$ cat src/rtl/keypad_debouncer_pkg.sv
// rtl/keypad_debouncer_pkg.sv - shared types and sizing helpers for the keypad debouncer
package keypad_debouncer_pkg;

  typedef enum logic [1:0] {
    IDLE         = 2'd0,
    PRESS_WAIT   = 2'd1,
    HELD         = 2'd2,
    RELEASE_WAIT = 2'd3
  } deb_state_t;

  // One spare bit above $clog2 so the terminal value itself always fits.
  function automatic int cnt_w(input int max);
    return $clog2(max) + 1;
  endfunction

  function automatic int max2(input int a, input int b);
    return (a > b) ? a : b;
  endfunction

endpackage

$ cat src/rtl/keypad_debouncer_if.sv
// rtl/keypad_debouncer_if.sv - scanner-side inputs and qualified key outputs of the debouncer
interface keypad_debouncer_if #(
  parameter int CODE_W = 4
);
  logic [CODE_W-1:0] sig_in;
  logic              key_pressed;
  logic [CODE_W-1:0] sig_out;
  logic              key_valid;
  logic              key_repeat;
  logic              key_held;
  logic              key_released;

  modport master (
    output sig_in, key_pressed,
    input  sig_out, key_valid, key_repeat, key_held, key_released
  );

  modport slave (
    input  sig_in, key_pressed,
    output sig_out, key_valid, key_repeat, key_held, key_released
  );
endinterface

$ cat src/rtl/keypad_debouncer_hold_timer.sv
// rtl/keypad_debouncer_hold_timer.sv - up-counter with clear/enable and equality terminal flag
module hold_timer
  import keypad_debouncer_pkg::*;
#(
  parameter  int MAX = 2,
  localparam int W   = cnt_w(MAX)
) (
  input  logic         clk,
  input  logic         reset,
  input  logic         i_clear,
  input  logic         i_en,
  input  logic [W-1:0] i_term,
  output logic         o_done
);

  logic [W-1:0] r_cnt;

  always_ff @(posedge clk) begin
    if (reset || i_clear) begin
      r_cnt <= '0;
    end else if (i_en) begin
      r_cnt <= r_cnt + W'(1);
    end
  end

  assign o_done = (r_cnt == i_term);

endmodule

$ cat src/rtl/keypad_debouncer.sv
// rtl/keypad_debouncer.sv - press/release qualification FSM with optional typematic repeat
module keypad_debouncer
  import keypad_debouncer_pkg::*;
#(
  parameter int CODE_W         = 4,
  parameter int STABLE_CYCLES  = 960000,
  parameter int RELEASE_CYCLES = 960000,
  parameter int REPEAT_EN      = 0,
  parameter int REPEAT_DELAY   = 24000000,
  parameter int REPEAT_RATE    = 4800000
) (
  input  logic                clk,
  input  logic                reset,
  keypad_debouncer_if.slave   bus
);

  localparam int PR_MAX = max2(STABLE_CYCLES, RELEASE_CYCLES);
  localparam int PR_W   = cnt_w(PR_MAX);
  localparam int RP_MAX = max2(REPEAT_DELAY, REPEAT_RATE);
  localparam int RP_W   = cnt_w(RP_MAX);

  localparam logic [PR_W-1:0] STABLE_TERM  = PR_W'(STABLE_CYCLES - 1);
  localparam logic [PR_W-1:0] RELEASE_TERM = PR_W'(RELEASE_CYCLES - 1);
  localparam logic [RP_W-1:0] DELAY_TERM   = RP_W'(REPEAT_DELAY - 1);
  localparam logic [RP_W-1:0] RATE_TERM    = RP_W'(REPEAT_RATE - 1);

  deb_state_t        r_state;
  deb_state_t        w_next;
  logic [CODE_W-1:0] r_cand;
  logic [CODE_W-1:0] r_sig_out;
  logic              r_valid;
  logic              r_repeat;
  logic              r_held;
  logic              r_released;
  logic              r_rpt_first;

  logic              w_match;
  logic              w_pr_clear, w_pr_en, w_pr_done;
  logic              w_rp_clear, w_rp_en, w_rp_done;
  logic [PR_W-1:0]   w_pr_term;
  logic [RP_W-1:0]   w_rp_term;
  logic              w_load_cand, w_accept, w_fire_rpt, w_fire_rel;

  assign w_match   = (bus.sig_in == r_cand);
  assign w_pr_term = (r_state == RELEASE_WAIT) ? RELEASE_TERM : STABLE_TERM;
  assign w_rp_term = r_rpt_first ? DELAY_TERM : RATE_TERM;

  // Press and release waits never overlap, so they share one timer.
  hold_timer #(.MAX(PR_MAX)) u_pr_timer (
    .clk     (clk),
    .reset   (reset),
    .i_clear (w_pr_clear),
    .i_en    (w_pr_en),
    .i_term  (w_pr_term),
    .o_done  (w_pr_done)
  );

  hold_timer #(.MAX(RP_MAX)) u_rp_timer (
    .clk     (clk),
    .reset   (reset),
    .i_clear (w_rp_clear),
    .i_en    (w_rp_en),
    .i_term  (w_rp_term),
    .o_done  (w_rp_done)
  );

  always_ff @(posedge clk) begin
    if (reset) begin
      r_state <= IDLE;
    end else begin
      r_state <= w_next;
    end
  end

  always_comb begin
    w_next = r_state;
    case (r_state)
      IDLE:         if (bus.key_pressed) w_next = PRESS_WAIT;
      PRESS_WAIT: begin
        if (!bus.key_pressed)           w_next = IDLE;
        else if (w_match && w_pr_done)  w_next = HELD;
      end
      HELD:         if (!bus.key_pressed) w_next = RELEASE_WAIT;
      RELEASE_WAIT: begin
        if (bus.key_pressed)            w_next = HELD;
        else if (w_pr_done)             w_next = IDLE;
      end
      default:      w_next = IDLE;
    endcase
  end

  always_comb begin
    w_pr_clear  = 1'b0;
    w_pr_en     = 1'b0;
    w_rp_clear  = 1'b0;
    w_rp_en     = 1'b0;
    w_load_cand = 1'b0;
    w_accept    = 1'b0;
    w_fire_rpt  = 1'b0;
    w_fire_rel  = 1'b0;
    case (r_state)
      IDLE: begin
        w_pr_clear  = 1'b1;
        w_rp_clear  = 1'b1;
        w_load_cand = bus.key_pressed;
      end
      PRESS_WAIT: begin
        w_rp_clear = 1'b1;
        if (!bus.key_pressed) begin
          w_pr_clear = 1'b1;
        end else if (!w_match) begin
          w_pr_clear  = 1'b1;
          w_load_cand = 1'b1;
        end else if (w_pr_done) begin
          w_pr_clear = 1'b1;
          w_accept   = 1'b1;
        end else begin
          w_pr_en = 1'b1;
        end
      end
      HELD: begin
        w_pr_clear = 1'b1;
        // A falling key_pressed wins over a repeat landing on the same edge.
        if (REPEAT_EN != 0 && bus.key_pressed) begin
          if (w_rp_done) begin
            w_fire_rpt = 1'b1;
            w_rp_clear = 1'b1;
          end else begin
            w_rp_en = 1'b1;
          end
        end
      end
      RELEASE_WAIT: begin
        if (bus.key_pressed) begin
          w_pr_clear = 1'b1;
        end else if (w_pr_done) begin
          w_pr_clear = 1'b1;
          w_fire_rel = 1'b1;
        end else begin
          w_pr_en = 1'b1;
        end
      end
      default: begin
        w_pr_clear = 1'b1;
        w_rp_clear = 1'b1;
      end
    endcase
  end

  always_ff @(posedge clk) begin
    if (reset) begin
      r_cand      <= '0;
      r_sig_out   <= '0;
      r_valid     <= 1'b0;
      r_repeat    <= 1'b0;
      r_held      <= 1'b0;
      r_released  <= 1'b0;
      r_rpt_first <= 1'b0;
    end else begin
      r_valid    <= w_accept | w_fire_rpt;
      r_repeat   <= w_fire_rpt;
      r_released <= w_fire_rel;
      if (w_load_cand) r_cand <= bus.sig_in;
      if (w_accept) begin
        r_sig_out   <= r_cand;
        r_held      <= 1'b1;
        r_rpt_first <= 1'b1;
      end else begin
        if (w_fire_rel) r_held      <= 1'b0;
        if (w_fire_rpt) r_rpt_first <= 1'b0;
      end
    end
  end

  assign bus.sig_out      = r_sig_out;
  assign bus.key_valid    = r_valid;
  assign bus.key_repeat   = r_repeat;
  assign bus.key_held     = r_held;
  assign bus.key_released = r_released;

endmodule

$ cat src/flat_wrapper.sv
// flat-port wrapper written by rule: the top's interface ports become plain ports
module keypad_debouncer_flat import keypad_debouncer_pkg::*;
#(
  parameter int CODE_W         = 4,
  parameter int STABLE_CYCLES  = 960000,
  parameter int RELEASE_CYCLES = 960000,
  parameter int REPEAT_EN      = 0,
  parameter int REPEAT_DELAY   = 24000000,
  parameter int REPEAT_RATE    = 4800000
)
  (clk, reset, bus_sig_in, bus_key_pressed, bus_sig_out, bus_key_valid, bus_key_repeat, bus_key_held, bus_key_released);
  keypad_debouncer_if #(.CODE_W(CODE_W)) bus_i ();
  input  logic clk;
  input  logic reset;
  input wire logic [$bits(bus_i.sig_in)-1:0] bus_sig_in;
  input wire logic [$bits(bus_i.key_pressed)-1:0] bus_key_pressed;
  output wire logic [$bits(bus_i.sig_out)-1:0] bus_sig_out;
  output wire logic [$bits(bus_i.key_valid)-1:0] bus_key_valid;
  output wire logic [$bits(bus_i.key_repeat)-1:0] bus_key_repeat;
  output wire logic [$bits(bus_i.key_held)-1:0] bus_key_held;
  output wire logic [$bits(bus_i.key_released)-1:0] bus_key_released;
  assign bus_i.sig_in = bus_sig_in;
  assign bus_i.key_pressed = bus_key_pressed;
  assign bus_sig_out = bus_i.sig_out;
  assign bus_key_valid = bus_i.key_valid;
  assign bus_key_repeat = bus_i.key_repeat;
  assign bus_key_held = bus_i.key_held;
  assign bus_key_released = bus_i.key_released;
  keypad_debouncer #(.CODE_W(CODE_W), .STABLE_CYCLES(STABLE_CYCLES), .RELEASE_CYCLES(RELEASE_CYCLES), .REPEAT_EN(REPEAT_EN), .REPEAT_DELAY(REPEAT_DELAY), .REPEAT_RATE(REPEAT_RATE)) u_core (.clk(clk), .reset(reset), .bus(bus_i));
endmodule
$ cat config.mk
export PLATFORM = sky130hd
export DESIGN_NAME = keypad_debouncer_flat
export DESIGN_NICKNAME = d
export VERILOG_FILES = /design/src/rtl/keypad_debouncer_pkg.sv /design/src/rtl/keypad_debouncer_if.sv /design/src/rtl/keypad_debouncer_hold_timer.sv /design/src/rtl/keypad_debouncer.sv /design/src/flat_wrapper.sv
export SDC_FILE = /design/constraint.sdc
export NUM_CORES = 1
export LEC_CHECK = 0
export ABC_AREA = 1
export CELL_PAD_IN_SITES_DETAIL_PLACEMENT = 0
export CELL_PAD_IN_SITES_GLOBAL_PLACEMENT = 2
export CORE_MARGIN = 2
export CORE_UTILIZATION = 32
export CTS_CLUSTER_DIAMETER = 50
export DETAILED_ROUTE_END_ITERATION = 12
export GPL_TIMING_DRIVEN = 0
export PLACE_DENSITY = 0.81
export SLEW_MARGIN = 20
export SYNTH_ARGS = -nofsm -noshare
export SYNTH_HDL_FRONTEND = slang
export SYNTH_SLANG_ARGS = --single-unit
$ cat constraint.sdc
create_clock -name clk -period 2 [get_ports clk]
set_clock_uncertainty 0.15 [all_clocks]
set_input_delay 0.3 -clock clk [delete_from_list [all_inputs] [get_ports clk]]
set_output_delay 0.3 -clock clk [all_outputs]
set_load 0.1 [all_outputs]
==> flow_summary_export.csv <==
group,metric,value,unit
outcome,outcome,"finished clean",
clock_tree,post_cts_buffers,0,
power,vdd_drop_max,0.000240,V
finish,fill_cells,612,
yosys,muxShareOfSynthArea,0,
global_route,grtUsageTotal,0.135,
detailed_routing,ant_nets,0,
finish,final-seq-area,681,um2
place,dp_slack,-122,ps
power,p_sw,314,uW
power,seqPwrFrac,0.532,
critical_path,critPathKind,"flop to output pin",
yosys,syn_area_per_cell,7.06,um2
clock_tree,cts_max_level,2,
timing,clock.fmax,517,MHz
clock_tree,cts_hold_buf,0,
hold_path,holdCritPathClass,"flop to flop",
yosys,syn-num-nets,263,
floorplanning,die-area,6240,um2
critical_path,reg2reg_from,"u_core.u_pr_timer.r_cnt[0]$_SDFFE_PP0P_",
finish,n_antenna_cell,0,
yosys,yosys.area_share.adder,0.00695,
detailed_routing,drtIter0Drc,69,
global_route,grt_pass1_vias,1388,
flow_run,maxCapViolations,0,
power,pwr-share-clk,0.403,
timing,tightest_slew,969,ps
critical_path,r2r_end,"u_core.u_pr_timer.r_cnt[18]$_SDFFE_PP0P_",
timing,drv_slew,0,
clock_tree,clock_path_buffers,2,
critical_path,path_cells,"dlygate4sd2_1",
critical_path,startpoint_type,"flop",
hold_path,worstHoldPathCells,1,
detailed_routing,wl_per_cell,10.6,um
critical_path,critPathCaptureType,"output pin",
clock_tree,cts_buffers,5,
critical_path,cp_num_cells,1,
timing,hold_viol,0,
timing,worst_hold_slack,295,ps
yosys,synth_seq_area_share,0.378,
detailed_routing,wl,3.69,mm
global_route,antenna_found_initial,0,
power,pwr_density_cell,626,nW/um2
floorplanning,boundaryPins,15,
timing,tns,0,ps
timing,post-route-min-period,1930,ps
clock_tree,cts_sinks,34,
critical_path,slowest_delay,860,ps
detailed_routing,firstDrtPassIters,4,
critical_path,crit_fanout,2,
yosys,synth-xor-area-share,0.0487,
critical_path,r2r_slack,220,ps
place,hpwl,2.75,mm
global_route,grt_max_degree,11,
place,placed_cells,340,
place,place.gp.congestion,0.713,
detailed_routing,drc,0,
place,numPortBuffers,13,
clock_tree,clockRootBuffer,"clkbuf_8",
detailed_routing,routed_via_density,4.24,
critical_path,worst_path_max_delay_cell,"dlygate4sd2_1",
finish,drive_above_1_share,0.134,
timing,post-route-period-util,0.966,
critical_path,required,1550,ps
yosys,synth_top_family_by_area,"simple AND/OR/NAND/NOR gates",
clock_tree,clock_latency,290,ps
finish,multi_input_area,942,um2
yosys,syn_area,1800,um2
timing,final-setup-viol-count,0,
floorplanning,rows,27,
floorplanning,die_w,79.0,um
yosys,synth_cell_type_count,28,
yosys,synthSimpleGateAreaFrac,0.405,
floorplanning,coreArea,5470,um2
finish,stdcell_count,348,
power,combPwrFrac,0.065,
yosys,synth_compound_area_frac,0.0605,
detailed_routing,num_vias,1475,
floorplanning,initial_utilization,0.329,
critical_path,cp_top_family,"buffers and inverters",
floorplanning,die_y,79.0,um
critical_path,endpoint,"bus_sig_out[1]",
power,p_int,1000,uW
finish,nets,283,
timing,rsz0062_at_grt,"false",
critical_path,crit_buf_inv,1,
critical_path,critical_path_arrival,1480,ps
clock_tree,cts_tree,"yes",
critical_path,reg2regPathDepth,9,
power,p_leak,0.000844,uW
yosys,ys_seq_elements,34,
critical_path,cp-startpoint,"u_core.bus.sig_out[1]$_SDFFE_PP0P_",
finish,area_growth,16.8,%
global_route,grt_pass1_wl,6.59,mm
finish,fin_util,0.384,
yosys,synth_warnings,0,
yosys,postSynthCellCount,255,
global_route,grt_overflow_total,0,
clock_tree,path_clk_slew,70,ps
timing,worst_slack,67.0,ps
power,p_sw_frac,0.238,
timing,slew_headroom,0.356,
[synth_stat cells]
library cell / n / share of area
nor3_2: 4 / 0.022
nor3_1: 12 / 0.033
a21oi_2: 2 / 0.0097
nand2_1: 48 / 0.10
buf_6: 1 / 0.0063
ha_1: 1 / 0.0070
o21ai_2: 1 / 0.0049
clkbuf_1: 1 / 0.0021
xnor2_1: 4 / 0.019
dfxtp_1: 34 / 0.38
nor2_2: 5 / 0.017
buf_4: 1 / 0.0042
inv_1: 41 / 0.086
nand4_1: 3 / 0.010
o31ai_1: 1 / 0.0042
nand2_2: 6 / 0.021
or2_2: 1 / 0.0035
nor4_1: 1 / 0.0035
nand3_1: 12 / 0.033
nand3_2: 2 / 0.011
xor2_1: 6 / 0.029
nor2_1: 45 / 0.094
nand3b_4: 1 / 0.011
o21ai_0: 9 / 0.025
a21oi_1: 6 / 0.017
nand3_4: 2 / 0.019
nor2_4: 4 / 0.025
conb_1: 1 / 0.0021
[cell type report]
cell class / instances / area share
multi-input combinational: 177 / 0.448
sequential: 34 / 0.324
inverter: 41 / 0.0732
timing repair buffer: 13 / 0.0577
tap: 72 / 0.0429
clock buffer: 7 / 0.0411
buffer: 3 / 0.0107
clock inverter: 1 / 0.00238
[power by group through the flow]
stage	combinational [uW]	sequential, uW	clock [uW]
2_1_floorplan	61.8	713	0
3_3_place_gp	87.2	716	0
3_5_place_dp	86.1	716	0
4_1_cts	86.7	700	548
5_1_grt	97.3	702	585
6_report	85.7	700	530
[placed cells by master, fill, tap and decap left out, drive strengths merged, types with 7 or more instances in the layout]
| cell | count |
|---|---|
| inv | 41 |
| nor2 | 54 |
| nand3 | 16 |
| clkbuf | 8 |
| dfxtp | 34 |
| nand2 | 54 |
| nor3 | 16 |
| a21oi | 8 |
| o21ai | 10 |
| dlygate4sd2 | 7 |
[worst min path at each step]
stage,startpoint,to
floorplan,reset,u_core.bus.key_released$_SDFF_PP0_
global placement,u_core.u_pr_timer.r_cnt[0]$_SDFFE_PP0P_,u_core.u_pr_timer.r_cnt[0]$_SDFFE_PP0P_
detailed placement,u_core.u_pr_timer.r_cnt[0]$_SDFFE_PP0P_,u_core.u_pr_timer.r_cnt[0]$_SDFFE_PP0P_
CTS,u_core.u_pr_timer.r_cnt[0]$_SDFFE_PP0P_,u_core.u_pr_timer.r_cnt[0]$_SDFFE_PP0P_
global route,u_core.u_pr_timer.r_cnt[0]$_SDFFE_PP0P_,u_core.u_pr_timer.r_cnt[0]$_SDFFE_PP0P_
finish,u_core.u_pr_timer.r_cnt[0]$_SDFFE_PP0P_,u_core.u_pr_timer.r_cnt[0]$_SDFFE_PP0P_
[registers in the layout, indices dropped and copies added, names as in the netlist, named ones only]
register and cells:
u_core.bus.key_released 1, u_core.bus.sig_out 4, u_core.r_cand 4, u_core.bus.key_held 1
u_core.bus.key_valid 1, u_core.u_pr_timer.r_cnt 21, u_core.r_state 1
[cells by family (layout without fill, tap and decap cells)]
logic type | after synthesis | count (layout)
other | 1 | 1
adders and majority gates | 1 | 1
and+or+nand+nor | 146 | 146
buffers and inverters | 44 | 65
DFF | 34 | 34
AOI/OAI and AO/OA | 19 | 19
xor gates and xnor gates | 10 | 10
[per-stage QoR]
stage / power (uW) / cell area (um2)
floorplan: 775 / 1800
global placement: 804 / 2020
detailed placement: 802 / 2020
CTS: 1330 / 2100
global route: 1380 / 2100
finish: 1320 / 2100
[layer usage]
layer / up-vias / routed length [um] / global-route usage
met5: - / 0 / 0
met4: 0 / 48 / 0.0569
met3: 4 / 133 / 0.0386
met2: 21 / 1540 / 0.192
met1: 622 / 1970 / 0.191
li1: 828 / - / -
[what timing repair did]
action | 4_1_cts | 5_1_grt
setup endpoints to repair | 7 | 0
hold endpoints to repair | 0 | 0
resized for setup | 7 | 0
(Power assumes the default switching activity.)
